<file path="config.mk">
export PLATFORM = sky130hd
export DESIGN_NAME = fifo_flags_flat
export DESIGN_NICKNAME = d
export VERILOG_FILES = /design/src/rtl/fifo_flags_if.sv /design/src/rtl/fifo_flags.sv /design/src/flat_wrapper.sv
export SDC_FILE = /design/constraint.sdc
export NUM_CORES = 1
export LEC_CHECK = 0
export ABC_AREA = 1
export BUFFER_PORTS_ARGS = -buffer_cell sky130_fd_sc_hd__buf_2
export CAP_MARGIN = 10
export CELL_PAD_IN_SITES_DETAIL_PLACEMENT = 0
export CELL_PAD_IN_SITES_GLOBAL_PLACEMENT = 2
export CORE_MARGIN = 4
export CORE_UTILIZATION = 45
export CTS_CLUSTER_SIZE = 12
export DETAILED_ROUTE_END_ITERATION = 8
export HOLD_SLACK_MARGIN = 0.1
export MAX_ROUTING_LAYER = met4
export PLACE_DENSITY = 0.94
export SYNTH_ARGS = -nofsm -noshare
export SYNTH_HDL_FRONTEND = slang
export SYNTH_SLANG_ARGS = --single-unit
</file>
<file path="constraint.sdc">
create_clock -name clk -period 4.9 [get_ports clk]
set_clock_uncertainty 0.2 [all_clocks]
set_input_delay 0.245 -clock clk [delete_from_list [all_inputs] [get_ports clk]]
set_output_delay 0.245 -clock clk [all_outputs]
set_load 0.05 [all_outputs]
</file>
<file path="src/rtl/fifo_flags_if.sv">
// fifo_flags_if: handshake/data bundle for fifo_flags.
//   Producer side : wr_en, din, full, almost_full
//   Consumer side : rd_en, dout, dout_valid, empty, almost_empty
//   Status        : count, overflow, underflow
// Modports:
//   master - the user of the FIFO (drives wr_en/din/rd_en, observes the rest)
//   slave  - the FIFO itself
// data_width/fifo_depth must match the parameters of the attached fifo_flags.
interface fifo_flags_if #(
  parameter int data_width = 8,
  parameter int fifo_depth = 32
);
  localparam int addr_width = $clog2(fifo_depth);

  logic                  wr_en;
  logic [data_width-1:0] din;
  logic                  full;
  logic                  almost_full;
  logic                  rd_en;
  logic [data_width-1:0] dout;
  logic                  dout_valid;
  logic                  empty;
  logic                  almost_empty;
  logic [addr_width:0]   count;
  logic                  overflow;
  logic                  underflow;

  modport master (
    output wr_en, din, rd_en,
    input  full, almost_full, dout, dout_valid, empty, almost_empty,
           count, overflow, underflow
  );

  modport slave (
    input  wr_en, din, rd_en,
    output full, almost_full, dout, dout_valid, empty, almost_empty,
           count, overflow, underflow
  );
endinterface

</file>
<file path="src/rtl/fifo_flags.sv">
// fifo_flags: parametrised synchronous FIFO with occupancy count,
// programmable almost-full/almost-empty flags and optional first-word-
// fall-through (FWFT) read mode.
//
// Parameters:
//   data_width          word width
//   fifo_depth          capacity in words (power of two, >= 4)
//   addr_width          derived storage index width; leave at default
//   fwft                0 = registered read, 1 = first-word-fall-through
//   almost_full_level   almost_full  when count >= level
//   almost_empty_level  almost_empty when count <= level
//
// Ports:
//   clk  - clock, rising edge
//   rst  - asynchronous active-high reset
//   bus  - fifo_flags_if.slave: wr_en/din/full/almost_full,
//          rd_en/dout/dout_valid/empty/almost_empty, count,
//          overflow/underflow
//
// Build option:
//   FIFO_ERR_FLAGS_EN - when defined, overflow/underflow are sticky error
//                       flags cleared only by rst; otherwise tied to 0.
module fifo_flags #(
  parameter int data_width         = 8,
  parameter int fifo_depth         = 32,
  parameter int addr_width         = $clog2(fifo_depth),
  parameter bit fwft               = 1'b0,
  parameter int almost_full_level  = fifo_depth - 4,
  parameter int almost_empty_level = 4
) (
  input  logic          clk,
  input  logic          rst,
  fifo_flags_if.slave   bus
);

  localparam int CW = addr_width + 1;
  localparam logic [addr_width:0] DEPTH_C = CW'(fifo_depth);
  localparam logic [addr_width:0] AF_C    = CW'(almost_full_level);
  localparam logic [addr_width:0] AE_C    = CW'(almost_empty_level);

  // Storage is deliberately not reset; reset only discards it logically.
  logic [data_width-1:0] mem [fifo_depth];

  logic [addr_width:0]   wr_ptr;
  logic [addr_width:0]   rd_ptr;
  logic [addr_width:0]   count_q;
  logic [data_width-1:0] dout_q;
  logic                  dout_valid_q;

  logic full_w;
  logic empty_w;
  logic wr_acc;
  logic rd_acc;
  logic mem_empty;
  logic mem_pop;
  logic mem_we;
  logic bypass;
  logic refill;

  // Flags come from the registered count, so accept decisions use the
  // pre-edge state.
  assign full_w    = (count_q == DEPTH_C);
  assign empty_w   = (count_q == '0);
  assign wr_acc    = bus.wr_en && !full_w;
  assign rd_acc    = bus.rd_en && !empty_w;
  assign mem_empty = (wr_ptr == rd_ptr);

  // In FWFT mode the output register holds the head word and is part of
  // the capacity. It refills whenever it is popped or empty: from storage
  // if storage holds anything, otherwise straight from din (bypass), which
  // gives the same one-edge write-to-visible latency as standard mode.
  always_comb begin
    refill  = 1'b0;
    mem_pop = 1'b0;
    bypass  = 1'b0;
    if (fwft) begin
      refill  = rd_acc || !dout_valid_q;
      mem_pop = refill && !mem_empty;
      bypass  = wr_acc && refill && mem_empty;
    end else begin
      mem_pop = rd_acc;
    end
    mem_we = wr_acc && !bypass;
  end

  always_ff @(posedge clk) begin
    if (mem_we) begin
      mem[wr_ptr[addr_width-1:0]] <= bus.din;
    end
  end

  always_ff @(posedge clk or posedge rst) begin
    if (rst) begin
      wr_ptr <= '0;
      rd_ptr <= '0;
    end else begin
      if (mem_we) begin
        wr_ptr <= wr_ptr + 1'b1;
      end
      if (mem_pop) begin
        rd_ptr <= rd_ptr + 1'b1;
      end
    end
  end

  always_ff @(posedge clk or posedge rst) begin
    if (rst) begin
      count_q <= '0;
    end else begin
      unique case ({wr_acc, rd_acc})
        2'b10:   count_q <= count_q + 1'b1;
        2'b01:   count_q <= count_q - 1'b1;
        default: count_q <= count_q;
      endcase
    end
  end

  always_ff @(posedge clk or posedge rst) begin
    if (rst) begin
      dout_q       <= '0;
      dout_valid_q <= 1'b0;
    end else if (fwft) begin
      if (mem_pop) begin
        dout_q       <= mem[rd_ptr[addr_width-1:0]];
        dout_valid_q <= 1'b1;
      end else if (bypass) begin
        dout_q       <= bus.din;
        dout_valid_q <= 1'b1;
      end else if (rd_acc) begin
        dout_valid_q <= 1'b0;
      end
    end else begin
      dout_valid_q <= rd_acc;
      if (rd_acc) begin
        dout_q <= mem[rd_ptr[addr_width-1:0]];
      end
    end
  end

  assign bus.full         = full_w;
  assign bus.empty        = empty_w;
  assign bus.almost_full  = (count_q >= AF_C);
  assign bus.almost_empty = (count_q <= AE_C);
  assign bus.count        = count_q;
  assign bus.dout         = dout_q;
  assign bus.dout_valid   = dout_valid_q;

`ifdef FIFO_ERR_FLAGS_EN
  logic overflow_q;
  logic underflow_q;

  // Sticky: set on the attempt regardless of acceptance, cleared only by rst.
  always_ff @(posedge clk or posedge rst) begin
    if (rst) begin
      overflow_q  <= 1'b0;
      underflow_q <= 1'b0;
    end else begin
      if (bus.wr_en && full_w) begin
        overflow_q <= 1'b1;
      end
      if (bus.rd_en && empty_w) begin
        underflow_q <= 1'b1;
      end
    end
  end

  assign bus.overflow  = overflow_q;
  assign bus.underflow = underflow_q;
`else
  assign bus.overflow  = 1'b0;
  assign bus.underflow = 1'b0;
`endif

endmodule
</file>
<file path="src/flat_wrapper.sv">
// flat-port wrapper written by rule: the top's interface ports become plain ports
module fifo_flags_flat 
#(
  parameter int data_width         = 8,
  parameter int fifo_depth         = 32,
  parameter int addr_width         = $clog2(fifo_depth),
  parameter bit fwft               = 1'b0,
  parameter int almost_full_level  = fifo_depth - 4,
  parameter int almost_empty_level = 4
)
  (clk, rst, bus_wr_en, bus_din, bus_rd_en, bus_full, bus_almost_full, bus_dout, bus_dout_valid, bus_empty, bus_almost_empty, bus_count, bus_overflow, bus_underflow);
  fifo_flags_if #(.data_width(data_width), .fifo_depth(fifo_depth)) bus_i ();
  input  logic clk;
  input  logic rst;
  input wire logic [$bits(bus_i.wr_en)-1:0] bus_wr_en;
  input wire logic [$bits(bus_i.din)-1:0] bus_din;
  input wire logic [$bits(bus_i.rd_en)-1:0] bus_rd_en;
  output wire logic [$bits(bus_i.full)-1:0] bus_full;
  output wire logic [$bits(bus_i.almost_full)-1:0] bus_almost_full;
  output wire logic [$bits(bus_i.dout)-1:0] bus_dout;
  output wire logic [$bits(bus_i.dout_valid)-1:0] bus_dout_valid;
  output wire logic [$bits(bus_i.empty)-1:0] bus_empty;
  output wire logic [$bits(bus_i.almost_empty)-1:0] bus_almost_empty;
  output wire logic [$bits(bus_i.count)-1:0] bus_count;
  output wire logic [$bits(bus_i.overflow)-1:0] bus_overflow;
  output wire logic [$bits(bus_i.underflow)-1:0] bus_underflow;
  assign bus_i.wr_en = bus_wr_en;
  assign bus_i.din = bus_din;
  assign bus_i.rd_en = bus_rd_en;
  assign bus_full = bus_i.full;
  assign bus_almost_full = bus_i.almost_full;
  assign bus_dout = bus_i.dout;
  assign bus_dout_valid = bus_i.dout_valid;
  assign bus_empty = bus_i.empty;
  assign bus_almost_empty = bus_i.almost_empty;
  assign bus_count = bus_i.count;
  assign bus_overflow = bus_i.overflow;
  assign bus_underflow = bus_i.underflow;
  fifo_flags #(.data_width(data_width), .fifo_depth(fifo_depth), .addr_width(addr_width), .fwft(fwft), .almost_full_level(almost_full_level), .almost_empty_level(almost_empty_level)) u_core (.clk(clk), .rst(rst), .bus(bus_i));
endmodule
</file>
# After elaboration in Yosys (flattened, before gate mapping)
# Memories as Yosys holds them, arrays and structs flattened. A register that Yosys moved wholly into a read port is not among the register bits.
# Index checks and enable logic that the tools add are counted.
[classes]
n_lt_le_gt_ge = 2
n_mux = 3
n_eq_ne = 3
n_reduce_logical = 6
n_addsub = 4
[op_table]
columns = ["cell", "count"]
rows = [
  ["$add 6x1->6 const B", 3],
  ["$pmux 6 s2", 1],
  ["$eq 6x6->1 const B", 1],
  ["$ge 6x5->1 const B", 1],
  ["$le 6x3->1 const B", 1],
  ["$logic_not 6->1", 1],
  ["$sub 6x1->6 const B", 1],
  ["$eq 2x1->1 const B", 1],
  ["$eq 2x2->1 const B", 1],
  ["$logic_and 1x1->1", 2],
  ["$logic_not 1->1", 2],
  ["$mux 1", 2],
  ["$reduce_bool 2->1", 1],
]
[totals]
elab_cells = 23
ramBits = 256
output_inout_bits = 21
in_bits = 12
memories = 1
regBits = 19
[memory_table]
columns = ["memory", "depth", "width", "rd", "rd_ports_with_merged_regs", "write_ports", "line_no", "text"]
rows = [
  ["u_core.mem", 32, 8, 1, 1, 1, "fifo_flags.sv:42", "logic [data_width-1:0] mem [fifo_depth];"],
]

# Longest topological paths before layout
[logic_depth]
word_depth = 5
depth_mapped = 16
depth_no_buf = 16

# Least setup slack after synthesis
# No wires, ideal clock.
[synth_path]
path_type = "flip-flop to output port"
start = "reg u_core.count_q[1], in the netlist u_core.bus.count[1]"
end = "out bus_almost_empty"
t_arrival_ps = 3290
stages_incl_launch_ff = 4
slack_ps = 1165
t_required_ps = 4455
n_path_buf = 0
cell_sequence = "dfrtp_1 nor2_1 inv_1 a2111oi_0"
[synth_between]
elab_chain_cells = 1
[synth_rtl]
columns = ["item", "line_no", "text"]
rows = [
  ["start, declared", "fifo_flags.sv:46", "logic [addr_width:0] count_q;"],
  ["start signal, assigned", "fifo_flags.sv:111", "2'b10: count_q <= count_q + 1'b1;"],
  ["start signal, assigned", "fifo_flags.sv:112", "2'b01: count_q <= count_q - 1'b1;"],
  ["start signal, assigned", "fifo_flags.sv:113", "default: count_q <= count_q;"],
  ["$le 6x3->1", "fifo_flags.sv:143", "assign bus.almost_empty = (count_q <= AE_C);"],
  ["end, declared", "flat_wrapper.sv:23", "output wire logic [$bits(bus_i.almost_empty)-1:0] bus_almost_empty;"],
]
# No other way between the ends.

# Worst setup path in the final report
[layout_path]
start = "reg u_core.count_q[3], in the netlist u_core.bus.count[3]"
end = "reg u_core.count_q[4], in the netlist u_core.bus.count[4]"
[layout_between]
elab_chain_cells = 5
[layout_rtl]
columns = ["item"]
rows = [
  ["parallel branches: the longest is 5 deep, another holds $sub 6x1->6"],
]
# Several ways; the timed one is not identified.
# A chain may end at the register's enable or synchronous reset.

==> run summary <==
The flow ran to the end, and the final reports show no timing, DRC or antenna violations. Counting flops and latches in the post-synthesis netlist gives 281. For the worst flop-to-flop path, the logic depth is 15.

The highest achievable clock rate was 331 MHz; the max-slew violation count was 0. Final hold violation count: 0. The average cell area after synthesis is 10.5 um2. The via count of the first global-routing pass was 7841. By area the synthesized netlist is led by sky130_fd_sc_hd__edfxtp_1 (63%), sky130_fd_sc_hd__nand2_1 (12%), sky130_fd_sc_hd__nand3_1 (6.8%). The HPWL after detailed placement is 16500 um.

The tools report the final layout net count as 1208. Cell type with the largest total area after synthesis: sky130_fd_sc_hd__edfxtp_1. Port buffering added 30 buffers. Tracing the worst setup path back leads to its startpoint at u_core.bus.count[3]. For the total clock sinks, the log shows 281.

The worst ir drop on vdd was 0.473 mV. The first global-routing pass estimated 45000 um of wire. The die boundary height was 172 um; the post-synthesis to final-layout area growth was 10.7%. Entering global routing, the biggest net connects 109 pins.

The die covers 0.0297 mm2. For the worst setup path, the data arrival time is 3230 ps. For this design the static power due to leakage is 0.00549 uW.

Source of the worst register-to-register timing path: u_core.bus.count[3]. The total DRC errors in the routed layout was 0. Clock-pin slew was measured on the worst setup and hold paths at 60 ps. The synthesized instance count is 1163, and the time the worst path needs with I/O delays and setup is 3020 ps.

Number of inserted diodes: 0. The tools report the normalized max-slew margin as 0.284. Kind of path behind the tightest hold check: in -> reg.

The run gives 7963 as the routed via count. For the maximum level of the CTS H-tree, the log shows 1. The area share of the largest cell type after synthesis works out to 0.632. Critical path endpoint category: a flop. The worst register-to-register path has a setup slack of 1880 ps. TritonCTS built the clock tree.

The count of antenna-violating nets left after detailed routing is 0. For the worst setup path, the data required time is 5110 ps. Total of warnings raised by yosys: 0.

Of all nets on the critical path, the largest fanout is 14. The run gives 0 as the initial antenna violation count. Global routing finished with a remaining overflow of 0. The transition time of the tightest slew-check pin works out to 1070 ps. The congestion estimate from routability-driven global placement came to 0.832. The global routing usage summed across all routing layers was 0.204. The logs give 59 for the number of cell rows and 28 for the number of unique standard cell types used by synthesis. Dividing the detail-routed wire length by the instance count gives 18.6 um. The total area inside the core boundary comes to 0.0263 mm2. CTS placed an instance of sky130_fd_sc_hd__clkbuf_16 at the clock tree root. The critical path is of the reg -> reg type.

Setup violations remaining at the end of the flow were counted as 0. The tools report the effective utilization at floorplan as 0.463. The share of layout cells above drive strength 1 came out at 0.0707.

Following the worst setup path forward leads to its endpoint at u_core.bus.count[4]. Fraction of the cycle the final worst path needs: 0.617. Setup repair after global routing left no endpoint under its margin. The worst register-to-register path ends at u_core.bus.count[4]. Post-synthesis instance area: 0.0122 mm2. The sequential area share after synthesis was 0.684.

Clock tree synthesis inserted a total of 29 buffers. Leaving out filler cells and counting taps, the final layout contains 1537. In this run, the number of DRC markers left after iteration 0 of detailed routing was 623.

The number of resized instances in the post-cts repair step was 0; the placed instance count was 1482. For this design the top-level I/O count stands at 33. The longest clock path from root to sink contains 3 buffers. The worst setup path is launched from a flop. The run gives 540 ps as the clock latency of the later-clocked register in the worst-skew pair. Number of max-cap violations: 0. Total wire length after detailed routing: 28600 um. For the sum of negative setup slack, the log shows 0 ps. The die is 172 um wide.

The areal power density over the cells was 577 mW/mm2; the post-CTS setup buffer count was 0. In the routed layout, each cell is associated on average with a via count of 5.18. The first detailed-routing pass took 5 iterations.
[state kept, by name, indices dropped and copies added, names as in the netlist]
signal / count
u_core.rd_ptr: 5
u_core.wr_ptr: 5
u_core.bus.dout_valid: 1
u_core.mem: 256
u_core.bus.count: 6
u_core.bus.dout: 8
[critical path: stages (launching register included)]
cell and delay, ps:
sky130_fd_sc_hd__dfrtp_1 460, sky130_fd_sc_hd__nor2_1 80, sky130_fd_sc_hd__nand3_1 190, sky130_fd_sc_hd__nand2_2 180, sky130_fd_sc_hd__inv_1 380, sky130_fd_sc_hd__ha_1 390
sky130_fd_sc_hd__inv_1 90, sky130_fd_sc_hd__fa_1 370, sky130_fd_sc_hd__inv_1 80, sky130_fd_sc_hd__nand2_1 60, sky130_fd_sc_hd__nand2_1 60, sky130_fd_sc_hd__nand2_1 40
sky130_fd_sc_hd__nand2_1 70, sky130_fd_sc_hd__o21ai_0 70, sky130_fd_sc_hd__a21oi_1 120, sky130_fd_sc_hd__a21oi_1 50
[through the flow]
| stage | hold WS [ps] | total power (uW) | cell area [um2] | utilization | worst slack, ps |
|---|---|---|---|---|---|
| 5_1_grt | 141 | 8260 | 13500 | 0.512 | 1490 |
| 3_3_place_gp | 326 | 5750 | 12500 | 0.476 | 1960 |
| 6_report | 120 | 7760 | 13500 | 0.512 | 1880 |
| 3_5_place_dp | 324 | 5760 | 12500 | 0.476 | 1910 |
| 2_1_floorplan | 72.3 | 4990 | 12200 | - | 1170 |
| 4_1_cts | 101 | 7820 | 13500 | 0.512 | 1880 |
[cell usage in the layout, fill, tap and decap left out, types with 5 or more instances in the layout]
cell / synthesis / final
sky130_fd_sc_hd__xor2_1: 9 / 9
sky130_fd_sc_hd__nand2_1: 378 / 378
sky130_fd_sc_hd__buf_4: 12 / 6
sky130_fd_sc_hd__clkbuf_1: 7 / 9
sky130_fd_sc_hd__clkbuf_16: 0 / 29
sky130_fd_sc_hd__inv_1: 129 / 128
sky130_fd_sc_hd__nand3_1: 164 / 164
sky130_fd_sc_hd__dfrtp_1: 25 / 23
sky130_fd_sc_hd__clkbuf_8: 0 / 5
sky130_fd_sc_hd__a21oi_1: 19 / 19
sky130_fd_sc_hd__ha_1: 10 / 10
sky130_fd_sc_hd__buf_2: 32 / 30
sky130_fd_sc_hd__edfxtp_1: 256 / 256
sky130_fd_sc_hd__o21ai_0: 17 / 17
sky130_fd_sc_hd__dlygate4sd3_1: 0 / 7
sky130_fd_sc_hd__nor2_1: 84 / 84
[power breakdown]
group          internal (uW)  total [uW]  switching, uW
Sequential              2840        3120            278
Combinational            702        2570           1870
Clock                   1200        2070            866
[synth_stat cells]
library cell                instances
sky130_fd_sc_hd__nand2_1          378
sky130_fd_sc_hd__edfxtp_1         256
sky130_fd_sc_hd__nand3_1          164
sky130_fd_sc_hd__inv_1            129
sky130_fd_sc_hd__nor2_1            84
sky130_fd_sc_hd__buf_2             32
sky130_fd_sc_hd__dfrtp_1           25
sky130_fd_sc_hd__a21oi_1           19
sky130_fd_sc_hd__o21ai_0           17
sky130_fd_sc_hd__buf_4             12
sky130_fd_sc_hd__ha_1              10
sky130_fd_sc_hd__xor2_1             9
sky130_fd_sc_hd__clkbuf_1           7
sky130_fd_sc_hd__inv_2              3
sky130_fd_sc_hd__nor3_1             3
sky130_fd_sc_hd__buf_1              2
sky130_fd_sc_hd__nand2_2            2
sky130_fd_sc_hd__a2111oi_0          1
sky130_fd_sc_hd__a31o_2             1
sky130_fd_sc_hd__buf_6              1
sky130_fd_sc_hd__clkinv_1           1
sky130_fd_sc_hd__conb_1             1
sky130_fd_sc_hd__fa_1               1
sky130_fd_sc_hd__nand4_1            1
sky130_fd_sc_hd__nor3_2             1
sky130_fd_sc_hd__o21bai_1           1
sky130_fd_sc_hd__o31ai_1            1
sky130_fd_sc_hd__xnor2_1            1
[worst min-delay path by stage]
stage                     cells after the start                   to  slack, ps                from
final                                         1    u_core.mem[23][4]        120          bus_din[4]
after global routing                          1    u_core.mem[16][4]        140          bus_din[4]
after floorplan                               1  u_core.bus.count[0]         70                 rst
after detailed placement                      2   u_core.bus.dout[7]        320  u_core.bus.dout[7]
after global placement                        2   u_core.bus.dout[7]        330  u_core.bus.dout[7]
after CTS                                     1    u_core.mem[24][0]        100          bus_din[0]
[layer usage]
layer  up-vias  share of wire  wire length (um)  track usage
li1       3864              -                 -            -
met1      3843           0.44             12700        0.280
met2       200           0.48             13800        0.323
met3        56          0.044              1250       0.0229
met4         0          0.030               843       0.0615
met5         -              0                 0            -
[final cells by class]
| cell class | instances | area (um2) |
|---|---|---|
| clock buffer | 43 | 828 |
| sequential | 281 | 8320 |
| multi-input combinational | 696 | 3060 |
| clock inverter | 5 | 47.5 |
| fill | 2366 | 12800 |
| tap | 335 | 419 |
| timing repair buffer | 44 | 285 |
| inverter | 133 | 500 |
[what timing repair did]
action                                  4_1_cts  5_1_grt
endpoints found under the setup margin        0        0
hold buffers                                  7        0
endpoints found under the hold margin        89        0
[kinds of logic after synthesis]
group	synth area share
XOR/XNOR	0.00721
buffers and inverters	0.0654
adder cells (fa/ha/maj)	0.0119
AO/OA/AOI/OAI	0.0175
flip-flops	0.684
AND/OR/NAND/NOR	0.214
other	0.000309
No activity file was read; power rests on OpenSTA's default activity.
